===== src/rtl/path_ctrl_ws_if.sv =====
// path_ctrl_ws_if -- controller <-> datapath/memory bundle for path_ctrl_ws.
//   master : controller side (drives selects, enables, flags, state_dbg)
//   slave  : datapath side (drives opcode and memory ready)
// Signals:
//   op[5:0]        opcode from instruction register
//   mem_ready      memory completes current access this cycle
//   mem_req/i_or_d memory request and address select
//   ireg_enab, pc_src[1:0], pc_write, branch, branch_ne
//   mem_to_reg, mem_enab, reg_dst, reg_write
//   alu_srcA, alu_srcB[1:0], alu_op[1:0], imm_zext
//   illegal, bus_err (sticky), state_dbg[3:0]
interface path_ctrl_ws_if;
  logic [5:0] op;
  logic       mem_ready;
  logic       mem_req;
  logic       i_or_d;
  logic       ireg_enab;
  logic [1:0] pc_src;
  logic       pc_write;
  logic       branch;
  logic       branch_ne;
  logic       mem_to_reg;
  logic       mem_enab;
  logic       reg_dst;
  logic       reg_write;
  logic       alu_srcA;
  logic [1:0] alu_srcB;
  logic [1:0] alu_op;
  logic       imm_zext;
  logic       illegal;
  logic       bus_err;
  logic [3:0] state_dbg;

  modport master (
    input  op, mem_ready,
    output mem_req, i_or_d, ireg_enab, pc_src, pc_write, branch, branch_ne,
           mem_to_reg, mem_enab, reg_dst, reg_write, alu_srcA, alu_srcB,
           alu_op, imm_zext, illegal, bus_err, state_dbg
  );

  modport slave (
    output op, mem_ready,
    input  mem_req, i_or_d, ireg_enab, pc_src, pc_write, branch, branch_ne,
           mem_to_reg, mem_enab, reg_dst, reg_write, alu_srcA, alu_srcB,
           alu_op, imm_zext, illegal, bus_err, state_dbg
  );
endinterface


===== src/rtl/path_ctrl_ws.sv =====
// path_ctrl_ws -- multicycle MIPS-subset main controller with memory
// wait states, BNE/ANDI/ORI support and illegal-opcode / timeout traps.
// Ports:
//   clk    system clock, rising edge
//   reset  asynchronous active-low reset (0 = reset)
//   bus    path_ctrl_ws_if.master: opcode + mem_ready in, all control
//          selects/enables, sticky flags and state_dbg out
// Parameters:
//   MEM_TIMEOUT   consecutive not-ready cycles tolerated in one wait state
//   EN_LOGIC_IMM  1 = ANDI/ORI decoded, 0 = they trap as illegal
module path_ctrl_ws #(
  parameter int MEM_TIMEOUT  = 15,
  parameter int EN_LOGIC_IMM = 1
) (
  input  logic           clk,
  input  logic           reset,
  path_ctrl_ws_if.master bus
);

  localparam logic [5:0] OP_RTYPE = 6'b000000;
  localparam logic [5:0] OP_J     = 6'b000010;
  localparam logic [5:0] OP_BEQ   = 6'b000100;
  localparam logic [5:0] OP_BNE   = 6'b000101;
  localparam logic [5:0] OP_ADDI  = 6'b001000;
  localparam logic [5:0] OP_ANDI  = 6'b001100;
  localparam logic [5:0] OP_ORI   = 6'b001101;
  localparam logic [5:0] OP_LW    = 6'b100011;
  localparam logic [5:0] OP_SW    = 6'b101011;

  localparam logic [7:0] TIMEOUT_C = 8'(MEM_TIMEOUT);

  typedef enum logic [3:0] {
    FETCH      = 4'd0,
    DECODE     = 4'd1,
    MEM_ADDR   = 4'd2,
    MEM_READ   = 4'd3,
    MEM_TO_REG = 4'd4,
    MEM_WRITE  = 4'd5,
    EXECUTE    = 4'd6,
    ALU_TO_REG = 4'd7,
    BRANCH     = 4'd8,
    IMM_EXEC   = 4'd9,
    IMM_TO_REG = 4'd10,
    JUMP       = 4'd11,
    TRAP       = 4'd15
  } state_t;

  // fetch_en marks FETCH; the IR/PC load it enables is qualified by
  // mem_ready at the output so it only fires in the completing cycle.
  typedef struct packed {
    logic       mem_req;
    logic       i_or_d;
    logic       fetch_en;
    logic [1:0] pc_src;
    logic       pc_write;
    logic       branch;
    logic       branch_ne;
    logic       mem_to_reg;
    logic       mem_enab;
    logic       reg_dst;
    logic       reg_write;
    logic       alu_src_a;
    logic [1:0] alu_src_b;
    logic [1:0] alu_op;
    logic       imm_zext;
  } ctrl_t;

  // Moore output decode for a state; every field defaults to 0.
  function automatic ctrl_t decode_ctrl(input state_t s, input logic [5:0] opc,
                                        input logic from_imm);
    ctrl_t c;
    c = '0;
    case (s)
      FETCH: begin
        c.mem_req   = 1'b1;
        c.fetch_en  = 1'b1;
        c.alu_src_b = 2'b01;
      end
      DECODE: begin
        c.alu_src_b = 2'b11;
      end
      MEM_ADDR: begin
        c.alu_src_a = 1'b1;
        c.alu_src_b = 2'b10;
      end
      MEM_READ: begin
        c.mem_req = 1'b1;
        c.i_or_d  = 1'b1;
      end
      MEM_TO_REG: begin
        c.mem_to_reg = 1'b1;
        c.reg_write  = 1'b1;
      end
      MEM_WRITE: begin
        c.mem_req  = 1'b1;
        c.i_or_d   = 1'b1;
        c.mem_enab = 1'b1;
      end
      EXECUTE: begin
        c.alu_src_a = 1'b1;
        c.alu_op    = 2'b10;
      end
      ALU_TO_REG: begin
        c.reg_dst   = 1'b1;
        c.reg_write = 1'b1;
      end
      BRANCH: begin
        c.alu_src_a = 1'b1;
        c.alu_op    = 2'b01;
        c.pc_src    = 2'b01;
        c.branch    = (opc == OP_BEQ);
        c.branch_ne = (opc == OP_BNE);
      end
      IMM_EXEC: begin
        c.alu_src_a = 1'b1;
        c.alu_src_b = 2'b10;
        c.alu_op    = 2'b11;
        c.imm_zext  = 1'b1;
      end
      IMM_TO_REG: begin
        c.reg_write = 1'b1;
        c.imm_zext  = from_imm;
      end
      JUMP: begin
        c.pc_src   = 2'b10;
        c.pc_write = 1'b1;
      end
      default: begin
        c = '0;
      end
    endcase
    return c;
  endfunction

  state_t      state_r;
  state_t      next_s;
  logic [7:0]  wait_cnt_r;
  logic        illegal_r;
  logic        bus_err_r;
  ctrl_t       ctrl_r;
  logic        set_ill_s;
  logic        set_be_s;
  logic        is_wait_s;
  logic        timeout_s;

  assign is_wait_s = (state_r == FETCH) || (state_r == MEM_READ) || (state_r == MEM_WRITE);
  assign timeout_s = (wait_cnt_r == TIMEOUT_C);

  // Next-state selection and trap-cause detection.
  always_comb begin
    next_s    = state_r;
    set_ill_s = 1'b0;
    set_be_s  = 1'b0;
    case (state_r)
      FETCH, MEM_READ, MEM_WRITE: begin
        // a completing access on the timeout cycle still wins
        if (bus.mem_ready) begin
          if (state_r == FETCH) begin
            next_s = DECODE;
          end else if (state_r == MEM_READ) begin
            next_s = MEM_TO_REG;
          end else begin
            next_s = FETCH;
          end
        end else if (timeout_s) begin
          next_s   = TRAP;
          set_be_s = 1'b1;
        end else begin
          next_s = state_r;
        end
      end
      DECODE: begin
        case (bus.op)
          OP_RTYPE:              next_s = EXECUTE;
          OP_LW, OP_SW, OP_ADDI: next_s = MEM_ADDR;
          OP_BEQ, OP_BNE:        next_s = BRANCH;
          OP_J:                  next_s = JUMP;
          OP_ANDI, OP_ORI: begin
            if (EN_LOGIC_IMM != 0) begin
              next_s = IMM_EXEC;
            end else begin
              next_s    = TRAP;
              set_ill_s = 1'b1;
            end
          end
          default: begin
            next_s    = TRAP;
            set_ill_s = 1'b1;
          end
        endcase
      end
      MEM_ADDR: begin
        // opcode changing under us is treated as illegal rather than guessed
        case (bus.op)
          OP_LW:   next_s = MEM_READ;
          OP_SW:   next_s = MEM_WRITE;
          OP_ADDI: next_s = IMM_TO_REG;
          default: begin
            next_s    = TRAP;
            set_ill_s = 1'b1;
          end
        endcase
      end
      MEM_TO_REG: next_s = FETCH;
      EXECUTE:    next_s = ALU_TO_REG;
      ALU_TO_REG: next_s = FETCH;
      BRANCH:     next_s = FETCH;
      IMM_EXEC:   next_s = IMM_TO_REG;
      IMM_TO_REG: next_s = FETCH;
      JUMP:       next_s = FETCH;
      TRAP:       next_s = TRAP;
      default:    next_s = TRAP;
    endcase
  end

  // State, wait counter, sticky flags and registered output decode.
  always_ff @(posedge clk or negedge reset) begin
    if (!reset) begin
      state_r    <= FETCH;
      wait_cnt_r <= 8'd0;
      illegal_r  <= 1'b0;
      bus_err_r  <= 1'b0;
      ctrl_r     <= decode_ctrl(FETCH, 6'd0, 1'b0);
    end else begin
      state_r   <= next_s;
      illegal_r <= illegal_r | set_ill_s;
      bus_err_r <= bus_err_r | set_be_s;
      // outputs are registered from next state so they line up with state_r
      ctrl_r    <= decode_ctrl(next_s, bus.op, state_r == IMM_EXEC);
      if (next_s != state_r) begin
        wait_cnt_r <= 8'd0;
      end else if (is_wait_s && !bus.mem_ready) begin
        wait_cnt_r <= wait_cnt_r + 8'd1;
      end else begin
        wait_cnt_r <= 8'd0;
      end
    end
  end

  // Gated enables are also qualified by reset so nothing fires while held.
  assign bus.ireg_enab  = ctrl_r.fetch_en & bus.mem_ready & reset;
  assign bus.pc_write   = (ctrl_r.pc_write | (ctrl_r.fetch_en & bus.mem_ready)) & reset;
  assign bus.mem_req    = ctrl_r.mem_req;
  assign bus.i_or_d     = ctrl_r.i_or_d;
  assign bus.pc_src     = ctrl_r.pc_src;
  assign bus.branch     = ctrl_r.branch;
  assign bus.branch_ne  = ctrl_r.branch_ne;
  assign bus.mem_to_reg = ctrl_r.mem_to_reg;
  assign bus.mem_enab   = ctrl_r.mem_enab;
  assign bus.reg_dst    = ctrl_r.reg_dst;
  assign bus.reg_write  = ctrl_r.reg_write;
  assign bus.alu_srcA   = ctrl_r.alu_src_a;
  assign bus.alu_srcB   = ctrl_r.alu_src_b;
  assign bus.alu_op     = ctrl_r.alu_op;
  assign bus.imm_zext   = ctrl_r.imm_zext;
  assign bus.illegal    = illegal_r;
  assign bus.bus_err    = bus_err_r;
  assign bus.state_dbg  = state_r;

endmodule


===== src/flat_wrapper.sv =====
// flat-port wrapper written by rule: the top's interface ports become plain ports
module path_ctrl_ws_flat 
#(
  parameter int MEM_TIMEOUT  = 15,
  parameter int EN_LOGIC_IMM = 1
)
  (clk, reset, bus_op, bus_mem_ready, bus_mem_req, bus_i_or_d, bus_ireg_enab, bus_pc_src, bus_pc_write, bus_branch, bus_branch_ne, bus_mem_to_reg, bus_mem_enab, bus_reg_dst, bus_reg_write, bus_alu_srcA, bus_alu_srcB, bus_alu_op, bus_imm_zext, bus_illegal, bus_bus_err, bus_state_dbg);
  path_ctrl_ws_if bus_i ();
  input  logic clk;
  input  logic reset;
  input wire logic [$bits(bus_i.op)-1:0] bus_op;
  input wire logic [$bits(bus_i.mem_ready)-1:0] bus_mem_ready;
  output wire logic [$bits(bus_i.mem_req)-1:0] bus_mem_req;
  output wire logic [$bits(bus_i.i_or_d)-1:0] bus_i_or_d;
  output wire logic [$bits(bus_i.ireg_enab)-1:0] bus_ireg_enab;
  output wire logic [$bits(bus_i.pc_src)-1:0] bus_pc_src;
  output wire logic [$bits(bus_i.pc_write)-1:0] bus_pc_write;
  output wire logic [$bits(bus_i.branch)-1:0] bus_branch;
  output wire logic [$bits(bus_i.branch_ne)-1:0] bus_branch_ne;
  output wire logic [$bits(bus_i.mem_to_reg)-1:0] bus_mem_to_reg;
  output wire logic [$bits(bus_i.mem_enab)-1:0] bus_mem_enab;
  output wire logic [$bits(bus_i.reg_dst)-1:0] bus_reg_dst;
  output wire logic [$bits(bus_i.reg_write)-1:0] bus_reg_write;
  output wire logic [$bits(bus_i.alu_srcA)-1:0] bus_alu_srcA;
  output wire logic [$bits(bus_i.alu_srcB)-1:0] bus_alu_srcB;
  output wire logic [$bits(bus_i.alu_op)-1:0] bus_alu_op;
  output wire logic [$bits(bus_i.imm_zext)-1:0] bus_imm_zext;
  output wire logic [$bits(bus_i.illegal)-1:0] bus_illegal;
  output wire logic [$bits(bus_i.bus_err)-1:0] bus_bus_err;
  output wire logic [$bits(bus_i.state_dbg)-1:0] bus_state_dbg;
  assign bus_i.op = bus_op;
  assign bus_i.mem_ready = bus_mem_ready;
  assign bus_mem_req = bus_i.mem_req;
  assign bus_i_or_d = bus_i.i_or_d;
  assign bus_ireg_enab = bus_i.ireg_enab;
  assign bus_pc_src = bus_i.pc_src;
  assign bus_pc_write = bus_i.pc_write;
  assign bus_branch = bus_i.branch;
  assign bus_branch_ne = bus_i.branch_ne;
  assign bus_mem_to_reg = bus_i.mem_to_reg;
  assign bus_mem_enab = bus_i.mem_enab;
  assign bus_reg_dst = bus_i.reg_dst;
  assign bus_reg_write = bus_i.reg_write;
  assign bus_alu_srcA = bus_i.alu_srcA;
  assign bus_alu_srcB = bus_i.alu_srcB;
  assign bus_alu_op = bus_i.alu_op;
  assign bus_imm_zext = bus_i.imm_zext;
  assign bus_illegal = bus_i.illegal;
  assign bus_bus_err = bus_i.bus_err;
  assign bus_state_dbg = bus_i.state_dbg;
  path_ctrl_ws #(.MEM_TIMEOUT(MEM_TIMEOUT), .EN_LOGIC_IMM(EN_LOGIC_IMM)) u_core (.clk(clk), .reset(reset), .bus(bus_i));
endmodule

===== config.mk =====
export PLATFORM = sky130hd
export DESIGN_NAME = path_ctrl_ws_flat
export DESIGN_NICKNAME = d
export VERILOG_FILES = /design/src/rtl/path_ctrl_ws_if.sv /design/src/rtl/path_ctrl_ws.sv /design/src/flat_wrapper.sv
export SDC_FILE = /design/constraint.sdc
export NUM_CORES = 1
export LEC_CHECK = 0
export ABC_CLOCK_PERIOD_IN_PS = 2300
export BUFFER_PORTS_ARGS = -buffer_cell sky130_fd_sc_hd__buf_2
export CAP_MARGIN = 20
export CORE_ASPECT_RATIO = 0.7
export CORE_UTILIZATION = 50
export CTS_CLUSTER_SIZE = 12
export DETAILED_ROUTE_END_ITERATION = 10
export PLACE_DENSITY = 0.81
export SLEW_MARGIN = 20
export SYNTH_ARGS = -nofsm -noshare
export SYNTH_HDL_FRONTEND = slang
export SYNTH_SLANG_ARGS = --single-unit

===== constraint.sdc =====
create_clock -name clk -period 2.3 [get_ports clk]
set_input_delay 0.345 -clock clk [delete_from_list [all_inputs] [get_ports clk]]
set_output_delay 0.345 -clock clk [all_outputs]
set_load 0.02 [all_outputs]

# After elaboration in Yosys (flattened, before gate mapping)
# Index checks and enable logic that the tools add are counted.
[word_totals] regBits=32 out_inout_bits=24 input_bits=9 wordCells=105
[op_classes] n_eq_ne=32 bitwise=6 n_mux=29 n_addsub=1 reduce_logical=18
[op_table] operator="$eq 4x3->1 const B" count=8
[op_table] operator="$eq 4x4->1 const B" count=8
[op_table] operator="$pmux 4 s6" count=1
[op_table] operator="$pmux 4 s5" count=1
[op_table] operator="$eq 6x4->1 const B" count=3
[op_table] operator="$eq 4x2->1 const B" count=4
[op_table] operator="$mux 8" count=2
[op_table] operator="$mux 1" count=14
[op_table] operator="$eq 6x3->1 const B" count=2
[op_table] operator="$eq 6x6->1 const B" count=2
[op_table] operator="$mux 4" count=3
[op_table] operator="$pmux 2 s3" count=2
[op_table] operator="$pmux 4 s3" count=1
[op_table] operator="$reduce_or 3->1" count=4
[op_table] operator="$reduce_or 9->1" count=1
[op_table] operator="$add 8x1->8 const B" count=1
[op_table] operator="$eq 4x1->1 const B" count=2
[op_table] operator="$eq 8x4->1 const B" count=1
[op_table] operator="$logic_not 4->1" count=2
[op_table] operator="$reduce_or 2->1" count=4
[op_table] operator="$eq 6x2->1 const B" count=1
[op_table] operator="$logic_not 6->1" count=1
[op_table] operator="$reduce_or 5->1" count=1
[op_table] operator="$ne 4x4->1" count=1
[op_table] operator="10 further kinds" count=16

# Longest topological paths before layout
[logic_depth] word_depth=8 depth_mapped=9 depth_no_buf=8

# Worst setup path after synthesis
# No wires, ideal clock.
[synth_timing] path_type="reg2reg" startpoint="reg u_core.state_r[2] (netlist: u_core.bus.state_dbg[2])" endpoint="reg u_core.ctrl_r (netlist bit u_core.bus.reg_write)" stages_incl_launch_ff=9 path_buffers=1 required_time_ns=2.175 setup_time_ns=0.125 path_slack_ns=0.343 arrival_ns=1.831 synth_period_minus_slack_ns=1.957 path_cell_list="dfrtp_1 > buf_6 > xor2_1 > o32a_1 > a311oi_1 > nor3_4 > inv_2 > o31a_1 > o21ai_1"
[synth_via] elab_chain_len=8 word_cells_on_any_way=24 cone_classes="14 x eq/ne; 6 x mux; 4 x reduce/logical"
[synth_lines] item="start: declaration" line_no="path_ctrl_ws.sv:135" source="state_t state_r;"
[synth_lines] item="start signal: assignment" line_no="path_ctrl_ws.sv:225" source="state_r <= next_s;"
[synth_lines] item="$eq 4x2->1" line_no="path_ctrl_ws.sv:154, path_ctrl_ws.sv:160"
[synth_lines] item="$mux 3" line_no="path_ctrl_ws.sv:160" source="end else if (state_r == MEM_READ) begin"
[synth_lines] item="$mux 4" line_no="path_ctrl_ws.sv:158" source="if (state_r == FETCH) begin"
[synth_lines] item="$mux 4" line_no="path_ctrl_ws.sv:157" source="if (bus.mem_ready) begin"
[synth_lines] item="$pmux 4 s6 (*)" line_no="path_ctrl_ws.sv:154" source="case (state_r)"
[synth_lines] item="named net u_core.next_s[2]" line_no="path_ctrl_ws.sv:136" source="state_t next_s;"
[synth_lines] item="$eq 4x3->1 or $eq 4x4->1 (tied branches)" line_no="path_ctrl_ws.sv:73" source="case (s)"
[synth_lines] item="$reduce_or 3->1 (no line) (*)"
[synth_lines] item="$mux 1 (*)" line_no="path_ctrl_ws.sv:73"
[synth_lines] item="end signal: assignment" line_no="path_ctrl_ws.sv:223" source="ctrl_r <= decode_ctrl(FETCH, 6'd0, 1'b0);"
[synth_lines] item="end signal: assignment" line_no="path_ctrl_ws.sv:229" source="ctrl_r <= decode_ctrl(next_s, bus.op, state_r == IMM_EXEC);"
[synth_lines] item="end: declaration" line_no="path_ctrl_ws.sv:140" source="ctrl_t ctrl_r;"
# The timed path passes the listed nets; every way through them passes the cells marked *.

# Worst setup path in the final report
[layout_timing] startpoint="reg u_core.wait_cnt_r[0]" endpoint="reg u_core.ctrl_r (netlist bit u_core.bus.mem_req)"
[layout_via] elab_chain_len=7 word_cells_on_any_way=9 cone_classes="3 x eq/ne; 4 x mux; 2 x reduce/logical"
[layout_lines] item="start: declaration" line_no="path_ctrl_ws.sv:137" source="logic [7:0] wait_cnt_r;"
[layout_lines] item="start signal: assignment" line_no="path_ctrl_ws.sv:233" source="wait_cnt_r <= wait_cnt_r + 8'd1;"
[layout_lines] item="$eq 8x4->1 (*)" line_no="path_ctrl_ws.sv:147" source="assign timeout_s = (wait_cnt_r == TIMEOUT_C);"
[layout_lines] item="$mux 4 (*)" line_no="path_ctrl_ws.sv:165" source="end else if (timeout_s) begin"
[layout_lines] item="$mux 4 (*)" line_no="path_ctrl_ws.sv:157"
[layout_lines] item="$pmux 4 s6 (*)" line_no="path_ctrl_ws.sv:154"
[layout_lines] item="named net u_core.next_s[0]" line_no="path_ctrl_ws.sv:136"
[layout_lines] item="$eq 4x2->1 (tied with other cells)" line_no="path_ctrl_ws.sv:73"
[layout_lines] item="$reduce_or 3->1 (no line) (*)"
[layout_lines] item="$mux 1 (*)" line_no="path_ctrl_ws.sv:73"
# Marked as above.

==> flow_summary.yaml <==
power_and_ir_drop:
  p_int_mw: 0.848
  comb_power_share_pct: 4.8
  powerDensity_nw_per_um2: 535
  netSwitchingFraction_pct: 20.5
  leakage_nw: 0.903
  p_seq_share_pct: 53.0
  report.power.total_mw: 1.07
  vdd_ir_drop_max_mv: 0.421
  power_switching_mw: 0.218
  p_clk_share_pct: 42.3
critical_path:
  worst-setup-path-type: "reg -> reg"
  path_cells: "ha_1, and3_1, nand2_1, a311oi_2, a311oi_4, inv_2, nand2_2, a41o_1"
  rr_startpoint: "u_core.wait_cnt_r[0]"
  crit_start: "u_core.wait_cnt_r[0]"
  crit_buf_inv: 1
  crit_slowest_cell: "a311oi_4"
  crit_arrival_ps: 2400
  cp-start-kind: "register"
  required_ps: 2520
  path_max_fanout: 7
  max_stage_delay_ps: 510
  endpoint_kind: "register"
  crit_family: "compound AO/OA/AOI/OAI gates"
place:
  postPlaceCellArea_um2: 1880
  gp_congestion: 0.870
  place_hpwl_um: 2670
  io_buffers: 32
finish:
  nNetsFinal: 211
  largest_register: "u_core.wait_cnt_r"
  layout_commonest_cell: "buf_2"
  num-fill-cells: 265
  drive_gt1_share_pct: 37.3
  stdcell_area_um2: 1990
  postLayoutCoreUtil_pct: 62.5
  largest_register_ff_count: 8
  final_cell_mix: "32 x buf_2, 29 x dfrtp_1, 14 x nor2_1, 12 x buf_4, 10 x nand2_1"
  syn_to_final_growth_pct: 18.3
  diodes: 0
timing:
  max_freq_mhz: 459
  fin_crit_ps: 2180
  clock_skew_ps: 5.25
  setup_viol: 0
  finalHoldViolCount: 0
  slew_headroom_pct: 64.5
  whs_ps: 360
  drv_slew: 0
  worst_pin_slew_ps: 524
  fin_crit_sh_pct: 94.7
clocking:
  clk_pin_slew_ps: 60
  cts_tree: "built"
  clock-sinks: 32
  clock_latency_ps: 280
  numCtsBuffers: 5
  htree_levels: 2
  clk_path_buf_depth: 2
  cts-root-buf: "clkbuf_8"
global_route:
  antenna_found_initial: 0
  grt_pass1_wl_um: 6090
  grt_start_max_net_pins: 30
  grt_pass1_vias: 1282
  grt.overflow.total: 0
  track_usage_pct: 22.8
synth:
  syn-cell-area_um2: 1690
  ys_ff_latch: 32
  syn_inst: 163
  synth_nets: 173
  syn_avg_cell_area_um2: 10.3
  seq_area_frac_synth_pct: 47.7
  yosysUniqueCellTypes: 52
  yosys_warnings: 0
job:
  cap_violations: 0
outcome:
  failed_checks: "design-rule violations"
  status: "finished with violations"
drt:
  wl_per_cell_um: 15.2
  ant_nets: 0
  dr.pass1.iters: 8
  vias: 1296
  drc: 3
  drt_iter0_drc: 36
  vias_per_cell: 5.42
  routed_wl_um: 3630
floorplan:
  rows: 17
  dieHeight_um: 50.6
  start_util_pct: 52.8
  io_pins: 33
  core_um2: 3190
  die_area_um2: 3610
  dieWidth_um: 71.4
min_path:
  hp-start: "bus_op[3]"
  hold_class: "in -> reg"
worst register-to-register path: cells and delay by family (launching register included):
family	cells	cell delay [ps]
buffers and inverters	1	140
flip-flops	1	390
AO/OA/AOI/OAI	3	850
AND/OR/NAND/NOR	3	520
adder cells (fa/ha/maj)	1	220
worst paths after layout:
kind                                         to  slack [ps]  cells after the start
hold / removal             u_core.bus.branch_ne         360                      2
setup reg to reg             u_core.bus.mem_req         120                      8
min in group asynchronous     u_core.bus.branch         430                      2
max in group asynchronous     u_core.ctrl_r[15]        1270                      3
hold reg to reg            u_core.wait_cnt_r[0]         460                      1
setup / recovery             u_core.bus.mem_req         120                      8
layer usage:
| metal | GRT usage (%) | wire length, um |
|---|---|---|
| met1 | 29.3 | 1630 |
| met5 | 0 | 0 |
| met2 | 37.6 | 1830 |
| met3 | 5.22 | 137 |
| met4 | 8.67 | 31 |
power groups by stage:
stage	sequential (mW)	clock, mW	combinational, mW
4_1_cts	0.565	0.460	0.0516
3_5_place_dp	0.575	0	0.0501
2_1_floorplan	0.576	0	0.0165
6_report	0.565	0.450	0.0509
5_1_grt	0.564	0.487	0.0573
3_3_place_gp	0.575	0	0.0474
metrics by stage:
step | worst slack, ps | setup TNS, ps | cells
global placement | 140 | 0 | 230
CTS | 111 | 0 | 238
floorplan | 343 | 0 | 163
finish | 123 | 0 | 239
detailed placement | 24.9 | 0 | 230
global route | -3.44 | -3.44 | 239
synth_stat cells (all sizes together):
| library cell | instances | share of area (%) |
|---|---|---|
| dfrtp | 29 | 43 |
| nor2 | 15 | 3.5 |
| buf | 14 | 5.9 |
| nand2 | 12 | 3.0 |
| o21ai | 9 | 2.7 |
| inv | 8 | 1.9 |
| nor3 | 8 | 3.6 |
| nand3 | 6 | 1.8 |
| a21oi | 5 | 1.7 |
| nor2b | 5 | 1.9 |
| xnor2 | 5 | 2.6 |
| xor2 | 5 | 2.6 |
| nor4 | 4 | 1.5 |
| a311oi | 3 | 3.0 |
| and3 | 3 | 1.1 |
| dfstp | 3 | 4.7 |
| nor4b | 3 | 2.3 |
| a211oi | 2 | 0.89 |
| a31oi | 2 | 0.74 |
| nand2b | 2 | 0.74 |
| nor3b | 2 | 1.2 |
| o22ai | 2 | 0.74 |
| or4b | 2 | 1.4 |
| a21boi | 1 | 0.45 |
| a221oi | 1 | 0.89 |
| a22oi | 1 | 0.74 |
| a41o | 1 | 0.59 |
| and2 | 1 | 0.37 |
| clkinv | 1 | 0.22 |
| ha | 1 | 0.74 |
| mux2i | 1 | 0.59 |
| o21a | 1 | 0.45 |
| o21bai | 1 | 0.45 |
| o31a | 1 | 0.52 |
| o31ai | 1 | 0.45 |
| o32a | 1 | 0.59 |
| or4 | 1 | 0.45 |
cell families after synthesis:
group                      share of synthesized area (%)
DFF                                                 47.7
adders and majority gates                          0.742
xor gates and xnor gates                            5.20
buffers and inverters                               8.09
and+or+nand+nor                                     22.8
AOI/OAI and AO/OA                                   14.8
muxes                                              0.594
area by class of cell:
cell class / count / area, um2 / share of cell area [%]
Sequential cell: 32 / 805 / 40.3
Multi-Input combinational cell: 108 / 749 / 37.6
Timing Repair Buffer: 45 / 260 / 13.0
Clock buffer: 7 / 96.3 / 4.83
Tap cell: 38 / 47.5 / 2.38
Inverter: 9 / 36.3 / 1.82
timing repair:
item                                    4_1_cts  5_1_grt
hold buffers                                  1        0
buffers inserted                              0        1
endpoints found under the setup margin        1        5
pin swaps                                     0        3
gates resized for setup                       1        1
endpoints found under the hold margin         3        0
Note: power is estimated with default switching activity, not from simulation.
